$ cat src/rtl/sound_sequencer_pkg.sv
// Shared types, note tables and lookup for the sound sequencer.
package sound_pkg;

    localparam int MAX_NOTES = 4;

    typedef enum logic [1:0] {
        SND_NONE  = 2'd0,
        SND_EAT   = 2'd1,
        SND_CRASH = 2'd2,
        SND_WIN   = 2'd3
    } sound_id_e;

    typedef enum logic [1:0] {
        ST_IDLE = 2'd0,
        ST_PLAY = 2'd1,
        ST_DONE = 2'd2
    } state_e;

    typedef struct packed {
        logic [7:0] period;
        logic [3:0] dur;
    } note_t;

    // dur 0 marks the end of a table; period 0 is a rest
    localparam note_t EAT_TBL [MAX_NOTES] = '{
        '{8'd40, 4'd2}, '{8'd30, 4'd2}, '{8'd0, 4'd0}, '{8'd0, 4'd0}};
    localparam note_t CRASH_TBL [MAX_NOTES] = '{
        '{8'd200, 4'd4}, '{8'd0, 4'd1}, '{8'd250, 4'd6}, '{8'd0, 4'd0}};
    localparam note_t WIN_TBL [MAX_NOTES] = '{
        '{8'd50, 4'd2}, '{8'd40, 4'd2}, '{8'd30, 4'd2}, '{8'd20, 4'd4}};

    function automatic note_t get_note(sound_id_e id, logic [1:0] idx);
        note_t n;
        n = '0;
        case (id)
            SND_EAT:   n = EAT_TBL[idx];
            SND_CRASH: n = CRASH_TBL[idx];
            SND_WIN:   n = WIN_TBL[idx];
            default:   n = '0;
        endcase
        return n;
    endfunction

endpackage

$ cat src/rtl/sound_sequencer_if.sv
// Game-logic <-> sound sequencer signal bundle.
interface sound_sequencer_if;
    logic       req_eat;
    logic       req_crash;
    logic       req_win;
    logic       mute;
    logic       at_max;
    logic       busy;
    logic [1:0] sound_id;
    logic       done;

    modport master (
        output req_eat, req_crash, req_win, mute,
        input  at_max, busy, sound_id, done
    );

    modport slave (
        input  req_eat, req_crash, req_win, mute,
        output at_max, busy, sound_id, done
    );
endinterface

$ cat src/rtl/sound_sequencer_tone_gen.sv
// Tone down-counter: registered at_max high for `period` cycles, low for one.
module tone_gen (
    input  logic       clk,
    input  logic       nRst,
    input  logic       en,
    input  logic       restart,
    input  logic       mute,
    input  logic [7:0] period,
    output logic       at_max
);
    logic [7:0] tc_q, tc_d;
    logic       at_max_q, at_max_d;

    // tc counts period..1 while high, 0 is the single low cycle; a rest stays at 0
    always_comb begin
        tc_d = tc_q;
        if (!en) begin
            tc_d = '0;
        end else if (restart || tc_q == '0) begin
            tc_d = period;
        end else begin
            tc_d = tc_q - 8'd1;
        end
        at_max_d = en && !mute && (tc_d != '0);
    end

    always_ff @(posedge clk or negedge nRst) begin
        if (!nRst) begin
            tc_q     <= '0;
            at_max_q <= 1'b0;
        end else begin
            tc_q     <= tc_d;
            at_max_q <= at_max_d;
        end
    end

    assign at_max = at_max_q;
endmodule

$ cat src/rtl/sound_sequencer.sv
// Sound-effect sequencer: arbitrates requests and walks note tables to drive dac_counter.at_max.
// state | meaning
// IDLE  | no sound; any request starts note 0 of the highest-priority sound
// PLAY  | stepping notes; strictly higher-priority request preempts
// DONE  | one-cycle done pulse, requests dropped
module sound_sequencer
    import sound_pkg::*;
#(
    parameter int DUR_DIV = 100000
) (
    input  logic              clk,
    input  logic              nRst,
    sound_sequencer_if.slave  bus
);
    localparam int DUR_W = $clog2(15 * DUR_DIV);

    state_e            state_q, state_d;
    sound_id_e         sound_id_q, sound_id_d;
    logic [1:0]        note_idx_q, note_idx_d;
    logic [DUR_W-1:0]  dur_cnt_q, dur_cnt_d;
    logic              busy_q, busy_d;
    logic              done_q, done_d;
    logic              restart;
    sound_id_e         req_id;
    note_t             next_note;
    note_t             cur_note;

    function automatic logic [DUR_W-1:0] load_dur(note_t n);
        return DUR_W'(n.dur) * DUR_W'(DUR_DIV) - DUR_W'(1);
    endfunction

    always_comb begin
        req_id = SND_NONE;
        if (bus.req_win)        req_id = SND_WIN;
        else if (bus.req_crash) req_id = SND_CRASH;
        else if (bus.req_eat)   req_id = SND_EAT;

        state_d    = state_q;
        sound_id_d = sound_id_q;
        note_idx_d = note_idx_q;
        dur_cnt_d  = dur_cnt_q;
        restart    = 1'b0;
        next_note  = get_note(sound_id_q, note_idx_q + 2'd1);

        case (state_q)
            ST_IDLE, ST_PLAY: begin
                // sound_id is NONE in IDLE, so any request wins there
                if (req_id > sound_id_q) begin
                    state_d    = ST_PLAY;
                    sound_id_d = req_id;
                    note_idx_d = 2'd0;
                    dur_cnt_d  = load_dur(get_note(req_id, 2'd0));
                    restart    = 1'b1;
                end else if (state_q == ST_PLAY) begin
                    if (dur_cnt_q == '0) begin
                        if (note_idx_q == 2'(MAX_NOTES - 1) || next_note.dur == '0) begin
                            state_d = ST_DONE;
                        end else begin
                            note_idx_d = note_idx_q + 2'd1;
                            dur_cnt_d  = load_dur(next_note);
                            restart    = 1'b1;
                        end
                    end else begin
                        dur_cnt_d = dur_cnt_q - DUR_W'(1);
                    end
                end
            end
            ST_DONE: begin
                state_d    = ST_IDLE;
                sound_id_d = SND_NONE;
                note_idx_d = 2'd0;
                dur_cnt_d  = '0;
            end
            default: state_d = ST_IDLE;
        endcase

        busy_d   = (state_d != ST_IDLE);
        done_d   = (state_d == ST_DONE);
        cur_note = get_note(sound_id_d, note_idx_d);
    end

    always_ff @(posedge clk or negedge nRst) begin
        if (!nRst) begin
            state_q    <= ST_IDLE;
            sound_id_q <= SND_NONE;
            note_idx_q <= 2'd0;
            dur_cnt_q  <= '0;
            busy_q     <= 1'b0;
            done_q     <= 1'b0;
        end else begin
            state_q    <= state_d;
            sound_id_q <= sound_id_d;
            note_idx_q <= note_idx_d;
            dur_cnt_q  <= dur_cnt_d;
            busy_q     <= busy_d;
            done_q     <= done_d;
        end
    end

    tone_gen u_tone_gen (
        .clk     (clk),
        .nRst    (nRst),
        .en      (state_d == ST_PLAY),
        .restart (restart),
        .mute    (bus.mute),
        .period  (cur_note.period),
        .at_max  (bus.at_max)
    );

    assign bus.busy     = busy_q;
    assign bus.done     = done_q;
    assign bus.sound_id = sound_id_q;
endmodule

$ cat src/flat_wrapper.sv
// flat-port wrapper written by rule: the top's interface ports become plain ports
module sound_sequencer_flat import sound_pkg::*;
#(
    parameter int DUR_DIV = 100000
)
  (clk, nRst, bus_req_eat, bus_req_crash, bus_req_win, bus_mute, bus_at_max, bus_busy, bus_sound_id, bus_done);
  sound_sequencer_if bus_i ();
  input  logic clk;
  input  logic nRst;
  input wire logic [$bits(bus_i.req_eat)-1:0] bus_req_eat;
  input wire logic [$bits(bus_i.req_crash)-1:0] bus_req_crash;
  input wire logic [$bits(bus_i.req_win)-1:0] bus_req_win;
  input wire logic [$bits(bus_i.mute)-1:0] bus_mute;
  output wire logic [$bits(bus_i.at_max)-1:0] bus_at_max;
  output wire logic [$bits(bus_i.busy)-1:0] bus_busy;
  output wire logic [$bits(bus_i.sound_id)-1:0] bus_sound_id;
  output wire logic [$bits(bus_i.done)-1:0] bus_done;
  assign bus_i.req_eat = bus_req_eat;
  assign bus_i.req_crash = bus_req_crash;
  assign bus_i.req_win = bus_req_win;
  assign bus_i.mute = bus_mute;
  assign bus_at_max = bus_i.at_max;
  assign bus_busy = bus_i.busy;
  assign bus_sound_id = bus_i.sound_id;
  assign bus_done = bus_i.done;
  sound_sequencer #(.DUR_DIV(DUR_DIV)) u_core (.clk(clk), .nRst(nRst), .bus(bus_i));
endmodule
$ cat config.mk
export PLATFORM = sky130hd
export DESIGN_NAME = sound_sequencer_flat
export DESIGN_NICKNAME = d
export VERILOG_FILES = /design/src/rtl/sound_sequencer_pkg.sv /design/src/rtl/sound_sequencer_if.sv /design/src/rtl/sound_sequencer_tone_gen.sv /design/src/rtl/sound_sequencer.sv /design/src/flat_wrapper.sv
export SDC_FILE = /design/constraint.sdc
export NUM_CORES = 1
export LEC_CHECK = 0
export ABC_AREA = 1
export BUFFER_PORTS_ARGS = -buffer_cell sky130_fd_sc_hd__buf_2
export CAP_MARGIN = 20
export CORE_ASPECT_RATIO = 0.8
export CORE_MARGIN = 2
export CORE_UTILIZATION = 65
export DETAILED_ROUTE_END_ITERATION = 10
export PLACE_DENSITY = 0.83
export SYNTH_ARGS = -nofsm -noshare
export SYNTH_HDL_FRONTEND = slang
export SYNTH_SLANG_ARGS = --single-unit
$ cat constraint.sdc
create_clock -name clk -period 6.8 [get_ports clk]
set_clock_uncertainty 0.2 [all_clocks]
set_input_delay 1.36 -clock clk [delete_from_list [all_inputs] [get_ports clk]]
set_output_delay 1.36 -clock clk [all_outputs]
set_load 0.005 [all_outputs]
==> results_dict.tcl <==
set metrics [dict create \
    nFillCells 415 \
    end_kind "register" \
    pwr-share-comb 0.520 \
    critPathRequiredTime_ns 6.83 \
    wl_per_cell_um 14.9 \
    drc 0 \
    status "completed" \
    die_w_um 85.0 \
    start_util 0.677 \
    fin_cells 550 \
    crit_arrival_ns 4.44 \
    synth_fa_ha_area_frac 0.0917 \
    grt_usage 0.302 \
    async_reset_ff_frac 1.00 \
    synth_edf_count 0 \
    cpMostUsedCell "nand2_1" \
    clock_latency_ns 0.30 \
    hpwl_mm 6.18 \
    post-route-period-util 0.649 \
    final_cell_mix "nand2_1, inv_1, nor2_1, dfrtp_1, nand3_1" \
    cts_num_sinks 38 \
    numCtsBuffers 5 \
    final_common_cell "nand2_1" \
    fp-row-count 23 \
    critPathMaxStageDelay_ns 0.48 \
    grt_antenna_before_repair 0 \
    grt_overflow 0 \
    crit_path_top_delay_cell "nand2_1" \
    drv_slew 0 \
    multiInputGateArea_um2 2110 \
    fin_tns_setup_ns 0 \
    min_path_type "reg2reg" \
    met1_length_mm 3.88 \
    setup_viol 0 \
    cp-start-kind "input port" \
    p_seq_frac 0.293 \
    power_density_nw_per_um2 358 \
    grt_pass1_vias 2881 \
    ios 11 \
    dp_cells 542 \
    synthMuxAreaShare 0 \
    critPathKind "in2reg" \
    syn_avg_cell_area_um2 7.13 \
    viasPerCell 5.70 \
    hold_viol 0 \
    p_clk_frac 0.186 \
    cts_buffer_depth 2 \
    numPortBuffers 10 \
    rsz0062_at_grt "no" \
    dpl_worst_slack_ns 2.11 \
    synth_cells 478 \
    ir_worst_vdd_mv 0.211 \
    wl_mm 8.18 \
    switching_share 0.470 \
    total_power_mw 1.30 \
    path_max_fanout 21 \
    grt_pass1_wl_mm 13.9 \
    synth_xor_area_frac 0.0558 \
    yosysWarningCount 0 \
    n_antenna_cell 0 \
    worst_slack_ns 2.39 \
    max_freq_mhz 227 \
    synth_compound_area_frac 0.133 \
    yosysUniqueCellTypes 46 \
    nets 518 \
    syn-num-nets 509 \
    die_h_um 68.8 \
    ff_latch_area_um2 951 \
    die_area_um2 5840 \
    max_slew_margin 0.434 \
    top_layer_used "met4" \
    htreeDepth 2 \
    cts-root-buf "clkbuf_8" \
    fp.coreArea_um2 5040 \
    ys_seq_elements 38 \
    synth_simple_gate_area_frac 0.337 \
    cts_setup_buffers 0 \
    cts.hold.buffers_added 0 \
    cts_tree "built" \
    grt_max_degree 39 \
    maxCapViolations 0 \
    antenna_left 0 \
    final_layout_size_suffix_gt1_frac 0.162 \
    path_cells "buf_2, nor2_1, inv_1, ha_1, nand2_1, nand2_1, nand2_1, inv_2, nor2_1, nand3_1, nand2_1, nand2_4, inv_1, ha_1, nand2_1, o21ai_2, clkinv_1, nand2_1, nand2_1, nand2_1, nor2_1, nand2_1, nor2_1, nor2_1" \
    synthFlopType "dfrtp_1" \
    p_sw_uw 612 \
    p_leak_nw 1.78 \
    path_clk_slew_ns 0.08 \
    period_minus_slack_ns 4.41 \
    timing.hold.ws_ns 0.307 \
    tightestPinTransition_ns 0.850 \
    met3_wirelength_um 690 \
    wl_met2_mm 3.53 \
    drt_iter0_drc 324 \
    synth_top_family_by_area "simple AND/OR/NAND/NOR gates" \
    cts_resized 0 \
    dr.pass1.iters 5 \
    netlist_area_um2 3410 \
    via_count 3137 \
    p_int_uw 689 \
    place_congestion 0.933 \
    area_growth_pct 6.50 \
    yosysSeqAreaShare 0.279 \
]
==> routing by layer <==
layer	global-route usage	vias up
met5	0	-
met4	0.0694	0
met3	0.0464	10
met2	0.479	141
met1	0.439	1438
li1	-	1548
==> state kept, by name (all words and copies together), names as in the netlist <==
signal / count
u_core.bus.busy: 1
u_core.bus.done: 1
u_core.bus.sound_id: 2
u_core.dur_cnt_q: 21
u_core.note_idx_q: 2
u_core.state_q: 2
u_core.u_tone_gen.at_max: 1
u_core.u_tone_gen.tc_q: 8
==> Yosys cell counts, types with 3 or more instances <==
library cell  number  area (um^2)
a21oi_1           15         75.1
nor3_1             6         30.0
o211ai_1           3         22.5
xnor2_1            7         61.3
nand2_2           10         62.6
inv_1             68          255
ha_1              25          313
nand2_4            3         33.8
o21ai_0           28          140
o21ai_2            3         26.3
buf_2              3         15.0
nand3_2            8         80.1
dfrtp_1           38          951
nand3b_1           3         22.5
nor2_2             9         56.3
o31ai_1            3         22.5
inv_2             12         45.0
o21ai_1           16         80.1
nand2_1           96          360
nand4_1            4         25.0
nor2_4             4         45.0
nand3_1           33          165
or2_2              3         18.8
nor2_1            38          143
xor2_1            11         96.3
==> power by group through the flow <==
| stage | clock, mW | combinational (mW) | sequential, mW |
|---|---|---|---|
| after floorplan | 0 | 0.535 | 0.360 |
| after global placement | 0 | 0.646 | 0.377 |
| final | 0.242 | 0.677 | 0.382 |
| after CTS | 0.240 | 0.669 | 0.378 |
| after detailed placement | 0 | 0.661 | 0.380 |
| after global routing | 0.250 | 0.760 | 0.391 |
==> metrics by stage <==
stage	util	instance area [um^2]
floorplan	-	3410
global placement	0.693	3490
detailed placement	0.693	3490
CTS	0.721	3630
global route	0.721	3630
finish	0.721	3630
==> cell type report <==
class / instances / area share
clock buffers: 6 / 0.0227
inverters: 81 / 0.0837
repair buffers: 10 / 0.0138
well taps: 62 / 0.0214
flip-flops and latches: 38 / 0.262
multi-input cells: 351 / 0.580
clock inverters: 2 / 0.0165
==> worst max-delay path, delay by kind of cell <==
family                   cells  cell delay [ns]
AO/OA/AOI/OAI                1             0.14
AND/OR/NAND/NOR             16             1.96
buffers and inverters        5             0.53
adder cells (fa/ha/maj)      2             0.44
==> final timing paths <==
kind	start	endpoint	slack [ns]	cells after the start
setup / recovery	bus_req_crash	u_core.u_tone_gen.at_max	2.39	24
max in group asynchronous	nRst	u_core.dur_cnt_q[7]	4.90	1
hold / removal	u_core.u_tone_gen.tc_q[0]	u_core.u_tone_gen.tc_q[0]	0.31	1
setup reg to reg	u_core.note_idx_q[0]	u_core.dur_cnt_q[20]	2.82	22
hold reg to reg	u_core.u_tone_gen.tc_q[0]	u_core.u_tone_gen.tc_q[0]	0.31	1
min in group asynchronous	nRst	u_core.dur_cnt_q[16]	0.97	1
==> cells by family (layout without fill, tap and decap cells) <==
group / count (synthesis) / in the layout
AND/OR/NAND/NOR: 227 / 227
buffers and inverters: 89 / 99
AO/OA/AOI/OAI: 79 / 79
flip-flops: 38 / 38
adder cells (fa/ha/maj): 25 / 25
XOR/XNOR: 20 / 20
(Power assumes the default switching activity.)
